[src/rtl/mux_pkg.sv]
// Shared constants and select-range helper for the 10:1 lane selector.
// Used by mux_10x1; see its header for the MUX10_HOLD_INVALID_EN build option.
package mux_pkg;

   localparam int NUM_LANES = 10;
   localparam int SEL_W     = 4;
   localparam int MAX_SEL   = 9;

   // Stage-2 group chosen by the upper select bits.
   typedef enum logic [1:0] {
      GRP_LOW  = 2'd0,
      GRP_MID  = 2'd1,
      GRP_HIGH = 2'd2,
      GRP_NONE = 2'd3
   } sel_grp_e;

   function automatic logic sel_out_of_range(input logic [SEL_W-1:0] sel);
      return (sel > SEL_W'(MAX_SEL));
   endfunction

endpackage

[src/rtl/mux_4x1.sv]
// Purely combinational 4:1 multiplexer, the building block of both stages of mux_10x1.
module mux_4x1 #(
   parameter int DATA_W = 1
) (
   input  logic [DATA_W-1:0] d0,
   input  logic [DATA_W-1:0] d1,
   input  logic [DATA_W-1:0] d2,
   input  logic [DATA_W-1:0] d3,
   input  logic [1:0]        sel,
   output logic [DATA_W-1:0] y
);

   // select one of the four inputs
   always_comb begin
      y = {DATA_W{1'b0}};
      case (sel)
         2'd0:    y = d0;
         2'd1:    y = d1;
         2'd2:    y = d2;
         2'd3:    y = d3;
         default: y = {DATA_W{1'b0}};
      endcase
   end

endmodule

[src/rtl/mux_10x1.sv]
// 10:1 lane selector built from two levels of 4:1 muxes, registered output and sel_err flag.
// Build option MUX10_HOLD_INVALID_EN: an out-of-range select holds y instead of loading zero.
module mux_10x1
   import mux_pkg::*;
#(
   parameter int DATA_W = 1
) (
   input  logic                          clk,
   input  logic                          rst,
   input  logic [NUM_LANES*DATA_W-1:0]   i,
   input  logic [SEL_W-1:0]              s,
   output logic [DATA_W-1:0]             y,
   output logic                          sel_err
);

   localparam logic [DATA_W-1:0] ZERO = {DATA_W{1'b0}};

   logic [DATA_W-1:0] lane_s [NUM_LANES];
   logic [DATA_W-1:0] m0_s;
   logic [DATA_W-1:0] m1_s;
   logic [DATA_W-1:0] m2_s;
   logic [DATA_W-1:0] sel_val_s;
   logic [DATA_W-1:0] next_y_s;
   logic              err_s;
   sel_grp_e          grp_s;

   for (genvar k = 0; k < NUM_LANES; k++) begin : g_lane
      assign lane_s[k] = i[k*DATA_W +: DATA_W];
   end

   assign grp_s = sel_grp_e'(s[3:2]);
   assign err_s = sel_out_of_range(s);

   mux_4x1 #(.DATA_W(DATA_W)) u_m0 (
      .d0 (lane_s[0]), .d1 (lane_s[1]), .d2 (lane_s[2]), .d3 (lane_s[3]),
      .sel(s[1:0]), .y(m0_s)
   );

   mux_4x1 #(.DATA_W(DATA_W)) u_m1 (
      .d0 (lane_s[4]), .d1 (lane_s[5]), .d2 (lane_s[6]), .d3 (lane_s[7]),
      .sel(s[1:0]), .y(m1_s)
   );

   // lanes 10 and 11 do not exist, so the upper two inputs are tied to zero
   mux_4x1 #(.DATA_W(DATA_W)) u_m2 (
      .d0 (lane_s[8]), .d1 (lane_s[9]), .d2 (ZERO), .d3 (ZERO),
      .sel(s[1:0]), .y(m2_s)
   );

   mux_4x1 #(.DATA_W(DATA_W)) u_stage2 (
      .d0 (m0_s), .d1 (m1_s), .d2 (m2_s), .d3 (ZERO),
      .sel(grp_s), .y(sel_val_s)
   );

   // next value for y; the mux tree already yields zero for s = 10..15
   always_comb begin
      next_y_s = sel_val_s;
`ifdef MUX10_HOLD_INVALID_EN
      if (err_s) begin
         next_y_s = y;
      end else begin
         next_y_s = sel_val_s;
      end
`else
      next_y_s = sel_val_s;
`endif
   end

   // output register with asynchronous clear
   always_ff @(posedge clk or posedge rst) begin
      if (rst) begin
         y       <= ZERO;
         sel_err <= 1'b0;
      end else begin
         y       <= next_y_s;
         sel_err <= err_s;
      end
   end

endmodule

[config.mk]
export PLATFORM = sky130hd
export DESIGN_NAME = mux_10x1
export DESIGN_NICKNAME = d
export VERILOG_FILES = /design/src/rtl/mux_pkg.sv /design/src/rtl/mux_4x1.sv /design/src/rtl/mux_10x1.sv
export SDC_FILE = /design/constraint.sdc
export NUM_CORES = 1
export LEC_CHECK = 0
export CAP_MARGIN = 40
export CORE_AREA = 2 2 39 41
export DETAILED_ROUTE_END_ITERATION = 10
export DIE_AREA = 0 0 41 43
export PLACE_DENSITY = 0.57
export SLEW_MARGIN = 15
export SYNTH_ARGS = -nofsm -noshare
export SYNTH_HDL_FRONTEND = slang
export SYNTH_SLANG_ARGS = --single-unit
export TNS_END_PERCENT = 1
[constraint.sdc]
create_clock -name clk -period 1 [get_ports clk]
set_input_delay 0.3 -clock clk [delete_from_list [all_inputs] [get_ports clk]]
set_output_delay 0.3 -clock clk [all_outputs]
set_load 0.01 [all_outputs]
# Word-level counts from Yosys, hierarchy flattened
# Index checks and enable logic that the tools add are counted.
[op_classes]
muxes = 4
eq_ne = 6
n_lt_le_gt_ge = 1
reduce_logical = 3
[op_table]
columns = ["operator", "count"]
rows = [
  ["$pmux 1 s4", 3],
  ["$eq 2x2->1 const B", 4],
  ["$eq 2x1->1 const B", 2],
  ["$gt 4x4->1 const B", 1],
  ["$logic_not 2->1", 2],
  ["$pmux 1 s3", 1],
  ["$reduce_or 2->1", 1],
]
[word_totals]
inputBits = 16
out_inout_bits = 2
word_cells = 16
register_bits = 2

# Logic depth before layout (Yosys ltp)
# Gate-level depths: netlist of the first run.
[depth]
depth_word = 4
depth_mapped = 4
ltp_nobuf = 3

# Hierarchy
# Synthesis of the first run repeated with hierarchy kept, for this count alone.
[hier_totals]
cells_unflattened = 9
hier_area_um2 = 155.1
[modules_own_cells]
columns = ["module", "cells_per_inst", "instances", "area_per_inst_um2", "seq_area_each_um2"]
rows = [
  ["mux_4x1", 1, 4, 22.5, 0.0],
  ["mux_10x1", 5, 1, 65.1, 50.0],
]

# Worst setup path after synthesis of the first run
# OpenSTA, ideal clock, no wires.
[synth_timing]
path_kind = "input-to-reg"
startpoint = "input port s[1]"
endpoint = "register y"
path_stages = 4
n_path_buf = 1
setup_slack_ns = -0.113
required_time_ns = 0.867
setup_time_ns = 0.133
arrival_ns = 0.980
cell_sequence = "buf_6 mux2_2 a22oi_1 o211ai_1"
[synth_between]
elab_chain_len = 4
elab_cells_between_ends = 9
classes_between = "eq/ne: 3; mux: 4; reduce/logical: 2"
[synth_rtl]
columns = ["item", "line_no", "source"]
rows = [
  ["start: declaration", "mux_10x1.sv:11", "input logic [SEL_W-1:0] s,"],
  ["$eq 2x2->1", "mux_4x1.sv:16", "case (sel)"],
  ["$reduce_or 2->1 (no source line)", "n/a", ""],
  ["$pmux 1 s3", "mux_4x1.sv:16", ""],
  ["$pmux 1 s4 *", "mux_4x1.sv:16", ""],
  ["via next_y_s", "mux_10x1.sv:23", "logic [DATA_W-1:0] next_y_s;"],
  ["end signal: assignment", "mux_10x1.sv:75", "y <= next_y_s;"],
  ["end: declaration", "mux_10x1.sv:12", "output logic [DATA_W-1:0] y,"],
]
# Mark *: on every way through the listed nets, which the timed path passes. The rest lies on a longest branch.

# Worst setup path in the final report of the first run
[layout_timing]
startpoint = "register y"
endpoint = "output port y"
# No word-level cell between the ends.

==> summary.txt, run 1 <==
Worst hold margin: 0.233 ns
Seq/Total Area, Yosys: 23.4%
Slowest stage delay, CP: 0.35 ns
Average wire per standard cell: 10.7 microns
FILL cells: 156
CTS Buf Count: 3
Number of setup violations in the final report: 2
Status: finished, violations left
Hold buffer count at CTS: 0
Post-synth top area cell: dfrtp_1
Lkg Pwr: 0.212 nW
Initial DRT Pass Iterations: 2
WP buf/inv: 1
Largest delay share family, worst path: flip-flops
Gr usage total: 9.23%
GPL Wtd Cong: 0.831
NumNets Final: 62
Design Power: 0.417 mW
Slowest-stage cell, CP: dfrtp_1
CP Data Required Time: 0.70 ns
Final WL: 640 microns
Post-Syn Area: 214 sq um
CP startpoint kind: flop
H-tree depth: 1
Cell Pwr Density: 963 mW/mm^2
Worst setup path endpoint: y
Worst-path fanout max: 1
CTS tree: yes
WS Path Type: reg -> out
Layout Area Growth over Synthesis: 102%
CP Cell Sequence: buf_2
Slew HR: 84.4%
Initial Util: 15.5%
Final HPWL from detailed placement: 474 microns
DRC Markers: 0
Yosys warning count: 0
Num ports: 18
Flop and latch count out of synthesis: 2
Synthesized net count: 36
RSZ-0062 raised after global routing: true
Crit path DAT: 0.70 ns
PnR worst setup slack: -0.00331 ns
Core area: 0.00138 sq mm
Via count: 253
Type of the tightest min-delay check: in -> async
Syn Area/Cell: 10.7 sq um
First-pass GRT wire length: 1.05 mm
Largest net degree at the start of global routing: 7
Slew Limit Fails: 0
Final min period: 1.00 ns
DR vias/cell: 4.22
Initial antenna violation count: 0
Die width: 41 microns
Peak VDD IR: 375 uV
Max-Cap Viols: 0
Peak Freq: 0.997 GHz
Synth Instances: 20
CTS sink count: 2
PortBufs: 17
Core Util, Final: 31.3%
Yosys cell types: 15
Grt total ovfl: 0
Least-Margin Pin Slew: 0.234 ns
ANT cells: 0
Die area: 0.00176 sq mm
Clock slew seen by the registers of the worst setup and hold paths: 0.03 ns
Final Hold Fails: 0
Final period util: 100%
Post-synth top area share: 23.4%
Layout cell share with drive strength beyond 1: 54.5%
Top post-synthesis cells by area: dfrtp_1, mux2_2, mux4_1
Vias in the first global route: 259
CTS root buffer: clkbuf_4
Failing checks: setup timing
Post-CTS Setup Bufs: 0
FP Rows: 14
Crit. End Element: output port
Clock Tree Buf Depth: 2
Critical path launch point: y$_DFF_PP0_
Iter 0 DRT Violations: 3
Detail Route Antenna Nets: 0
Die Y-Extent: 43 microns
Instance count on the critical path: 1
[where the power goes]
part	switching, mW	internal [mW]
clock	0.0503	0.133
sequential	0.00218	0.0891
combinational	0.0520	0.0907
[sequential cells by signal, indices dropped and copies added (netlist names)]
| name | cells |
|---|---|
| sel_err | 1 |
| y | 1 |
[final cells by class]
| cell class | count | area (sq um) | area share (%) |
|---|---|---|---|
| sequential | 2 | 50.0 | 11.6 |
| multi-input combinational | 16 | 169 | 39.0 |
| tap | 16 | 20.0 | 4.62 |
| timing repair buffer | 22 | 168 | 38.7 |
| clock buffer | 3 | 22.5 | 5.20 |
| inverter | 1 | 3.75 | 0.867 |
[synth_stat cells]
| master | count |
|---|---|
| a32oi_1 | 1 |
| nand2_1 | 1 |
| buf_6 | 1 |
| a22oi_1 | 1 |
| o21a_1 | 1 |
| mux2_4 | 1 |
| mux2_2 | 4 |
| nor2b_1 | 1 |
| dfrtp_1 | 2 |
| nor3b_1 | 1 |
| o211ai_1 | 1 |
| mux4_1 | 1 |
| inv_1 | 1 |
| a31oi_1 | 1 |
| nor2_1 | 2 |
[kinds of logic (layout without fill, tap and decap cells)]
group / Yosys count / count (layout) / synth area share [%]
mux: 6 / 6 / 40.3
flops: 2 / 2 / 23.4
compound gates: 5 / 5 / 17.6
buf+inv: 2 / 26 / 7.02
simple gates: 5 / 5 / 11.7
[per-stage QoR]
step	setup TNS [ns]	instances	setup WS, ns	cell area, sq um
2_1_floorplan	-0.109	20	-0.109	221
6_report	-0.00632	60	-0.00331	433
3_3_place_gp	-1.24	57	-0.689	434
3_5_place_dp	-1.28	57	-0.702	434
4_1_cts	-0.0364	60	-0.0215	437
5_1_grt	-0.0929	60	-0.0354	433
[per-layer routing]
metal | vias to the layer above | share of wire, % | wire, microns | GRT usage, %
met2 | 15 | 54 | 345 | 14.4
met3 | 0 | 10 | 65 | 3.14
met4 | 0 | 0 | 0 | 8.00
met5 | - | 0 | 0 | 0
met1 | 113 | 36 | 229 | 8.97
li1 | 125 | - | - | -
[cell usage in the layout (no fill, tap or decap)]
cell type	n
a32oi_2	1
inv_1	1
buf_2	2
dfrtp_1	2
a22oi_2	1
nor2b_1	1
clkbuf_2	4
o21a_1	1
clkdlybuf4s15_1	1
mux2_2	1
nand2_1	1
o211ai_1	1
mux2_4	4
nor3b_1	1
dlygate4sd2_1	7
buf_6	1
clkdlybuf4s50_1	1
a31oi_1	1
mux4_2	1
buf_4	5
nor2_1	2
clkbuf_4	4
[worst min-delay path by stage]
stage	from	end	depth (start not counted)
2_1_floorplan	rst	sel_err$_DFF_PP0_	1
3_3_place_gp	rst	sel_err$_DFF_PP0_	2
3_5_place_dp	rst	y$_DFF_PP0_	2
4_1_cts	rst	y$_DFF_PP0_	2
5_1_grt	rst	sel_err$_DFF_PP0_	2
6_report	rst	y$_DFF_PP0_	2
[timing repair]
item,4_1_cts,5_1_grt
gates cloned,0,0
resized for setup,38,7
pin swaps,5,1
endpoints found under the setup margin,4,3
Note: power is estimated with default switching activity, not from simulation.
==> run 2: changes to the inputs <==
- GPL_TIMING_DRIVEN: not set -> 0
- PLACE_DENSITY: 0.57 -> not set
==> summary.txt, run 2 (synthesis results as in run 1) <==
Worst-path fanout max: 1 (unchanged)
WP buf/inv: 1 (unchanged)
Slew HR: 87.4% (was 84.4%)
Core Util, Final: 28.7% (was 31.3%)
Iter 0 DRT Violations: 0 (was 3)
Clock slew seen by the registers of the worst setup and hold paths: 0.03 ns (about the same)
Final period util: 99.6% (was 100%)
Peak VDD IR: 296 uV (was 375 uV)
Via count: 230 (was 253)
Cell Pwr Density: 995 mW/mm^2 (was 963 mW/mm^2)
Detail Route Antenna Nets: 0 (unchanged)
Final Hold Fails: 0 (unchanged)
Initial DRT Pass Iterations: 1 (was 2)
CTS Buf Count: 3 (unchanged)
Status: completed (was finished, violations left)
Die Y-Extent: 43 microns (unchanged)
CP Cell Sequence: buf_2 (unchanged)
Flip-flop and latch area: 50.0 sq um (unchanged)
Crit path DAT: 0.70 ns (about the same)
FILL cells: 162 (was 156)
Top Registers: sel_err: 1 flops, y: 1 flops (unchanged)
Slowest stage delay, CP: 0.34 ns (was 0.35 ns)
Layout Area Growth over Synthesis: 85.4% (was 102%)
H-tree depth: 1 (unchanged)
CP Data Required Time: 0.70 ns (about the same)
Post-CTS Setup Bufs: 0 (unchanged)
CP startpoint kind: flop (unchanged)
Least-Margin Pin Slew: 0.189 ns (was 0.234 ns)
Peak Freq: 1.00 GHz (was 0.997 GHz)
Multi-input logic area: 164 sq um (was 169 sq um)
CTS sink count: 2 (unchanged)
RSZ-0062 raised after global routing: true (unchanged)
DRC Markers: 0 (unchanged)
Clock Tree Buf Depth: 2 (unchanged)
Final WL: 554 microns (was 640 microns)
Most common cell after layout, fill and taps aside: buf_2 (was dlygate4sd2_1)
DR vias/cell: 4.18 (was 4.22)
Final min period: 0.996 ns (was 1.00 ns)
Max-Cap Viols: 0 (unchanged)
ANT cells: 0 (unchanged)
First-pass GRT wire length: 938 microns (was 1.05 mm)
Hold buffer count at CTS: 0 (unchanged)
Final setup TNS: 0 ns (was -0.00632 ns)
Grt total ovfl: 0 (unchanged)
Most frequent cells in the layout: buf_2, mux2_4, dlygate4sd2_1, clkbuf_4, clkdlybuf4s15_1 (was dlygate4sd2_1, buf_4, mux2_4, clkbuf_4, clkbuf_2)
Number of setup violations in the final report: 0 (was 2)
Core area: 0.00138 sq mm (unchanged)
NumNets Final: 57 (was 62)
Slew Limit Fails: 0 (unchanged)
WS Path Type: reg -> out (unchanged)
FP Rows: 14 (unchanged)
Slowest-stage cell, CP: dfrtp_1 (unchanged)
Average wire per standard cell: 10.1 microns (was 10.7 microns)
Die width: 41 microns (unchanged)
PortBufs: 16 (was 17)
Layout cell share with drive strength beyond 1: 51.3% (was 54.5%)
Crit. End Element: output port (unchanged)
Num ports: 18 (unchanged)
Vias in the first global route: 238 (was 259)
Initial Util: 15.5% (unchanged)
CTS root buffer: clkbuf_4 (unchanged)
Largest delay share family, worst path: flip-flops (unchanged)
Lkg Pwr: 0.184 nW (was 0.212 nW)
CTS tree: yes (unchanged)
Type of the tightest min-delay check: in -> async (unchanged)
GPL Wtd Cong: 0.812 (was 0.831)
Largest net degree at the start of global routing: 8 (was 7)
Design Power: 0.395 mW (was 0.417 mW)
Die area: 0.00176 sq mm (unchanged)
Gr usage total: 8.22% (was 9.23%)
Initial antenna violation count: 0 (unchanged)
## run 2: per-stage QoR
| step | setup WS, ns | hold WS (ns) | instances | instance area, sq um |
|---|---|---|---|---|
| floorplan | -0.109 | 0.0412 | 20 | 221 |
| global placement | -0.746 | 0.462 | 52 | 402 |
| detailed placement | -0.763 | 0.458 | 52 | 402 |
| CTS | -0.0120 | 0.223 | 55 | 407 |
| global route | -0.0266 | 0.230 | 55 | 397 |
| finish | 0.00422 | 0.231 | 55 | 397 |
## run 2: cell type report
type | instances | area share [%]
plain buffers | 1 | 3.79
clock buffers | 3 | 5.68
well taps | 16 | 5.05
flip-flops and latches | 2 | 12.6
inverters | 1 | 0.946
multi-input cells | 16 | 41.3
repair buffers | 16 | 30.6
## run 2: final timing paths
path                       depth (start not counted)  slack, ns              start                end
setup / recovery                                   1      0.004  sel_err$_DFF_PP0_            sel_err
hold / removal                                     2       0.23                rst  sel_err$_DFF_PP0_
max in group asynchronous                          2       0.66                rst        y$_DFF_PP0_
min in group clk                                   2       0.32               s[1]  sel_err$_DFF_PP0_
## run 2: repair_timing
action	CTS	global route
setup endpoints to repair	3	3
resized for setup	42	7
pin swaps	4	4
## run 2: routing by layer
layer / GRT usage (%) / share of wire, % / vias up
met5: 0 / 0 / -
met4: 8.00 / 0 / 0
met3: 1.57 / 9.2 / 0
li1: - / - / 115
met1: 9.29 / 38 / 103
met2: 11.9 / 53 / 12
## run 2: power breakdown
group          total [mW]  internal [mW]  switching (mW)
logic               0.127         0.0808          0.0462
registers          0.0903         0.0890         0.00124
clock network       0.177          0.132          0.0449
total               0.395          0.302          0.0923
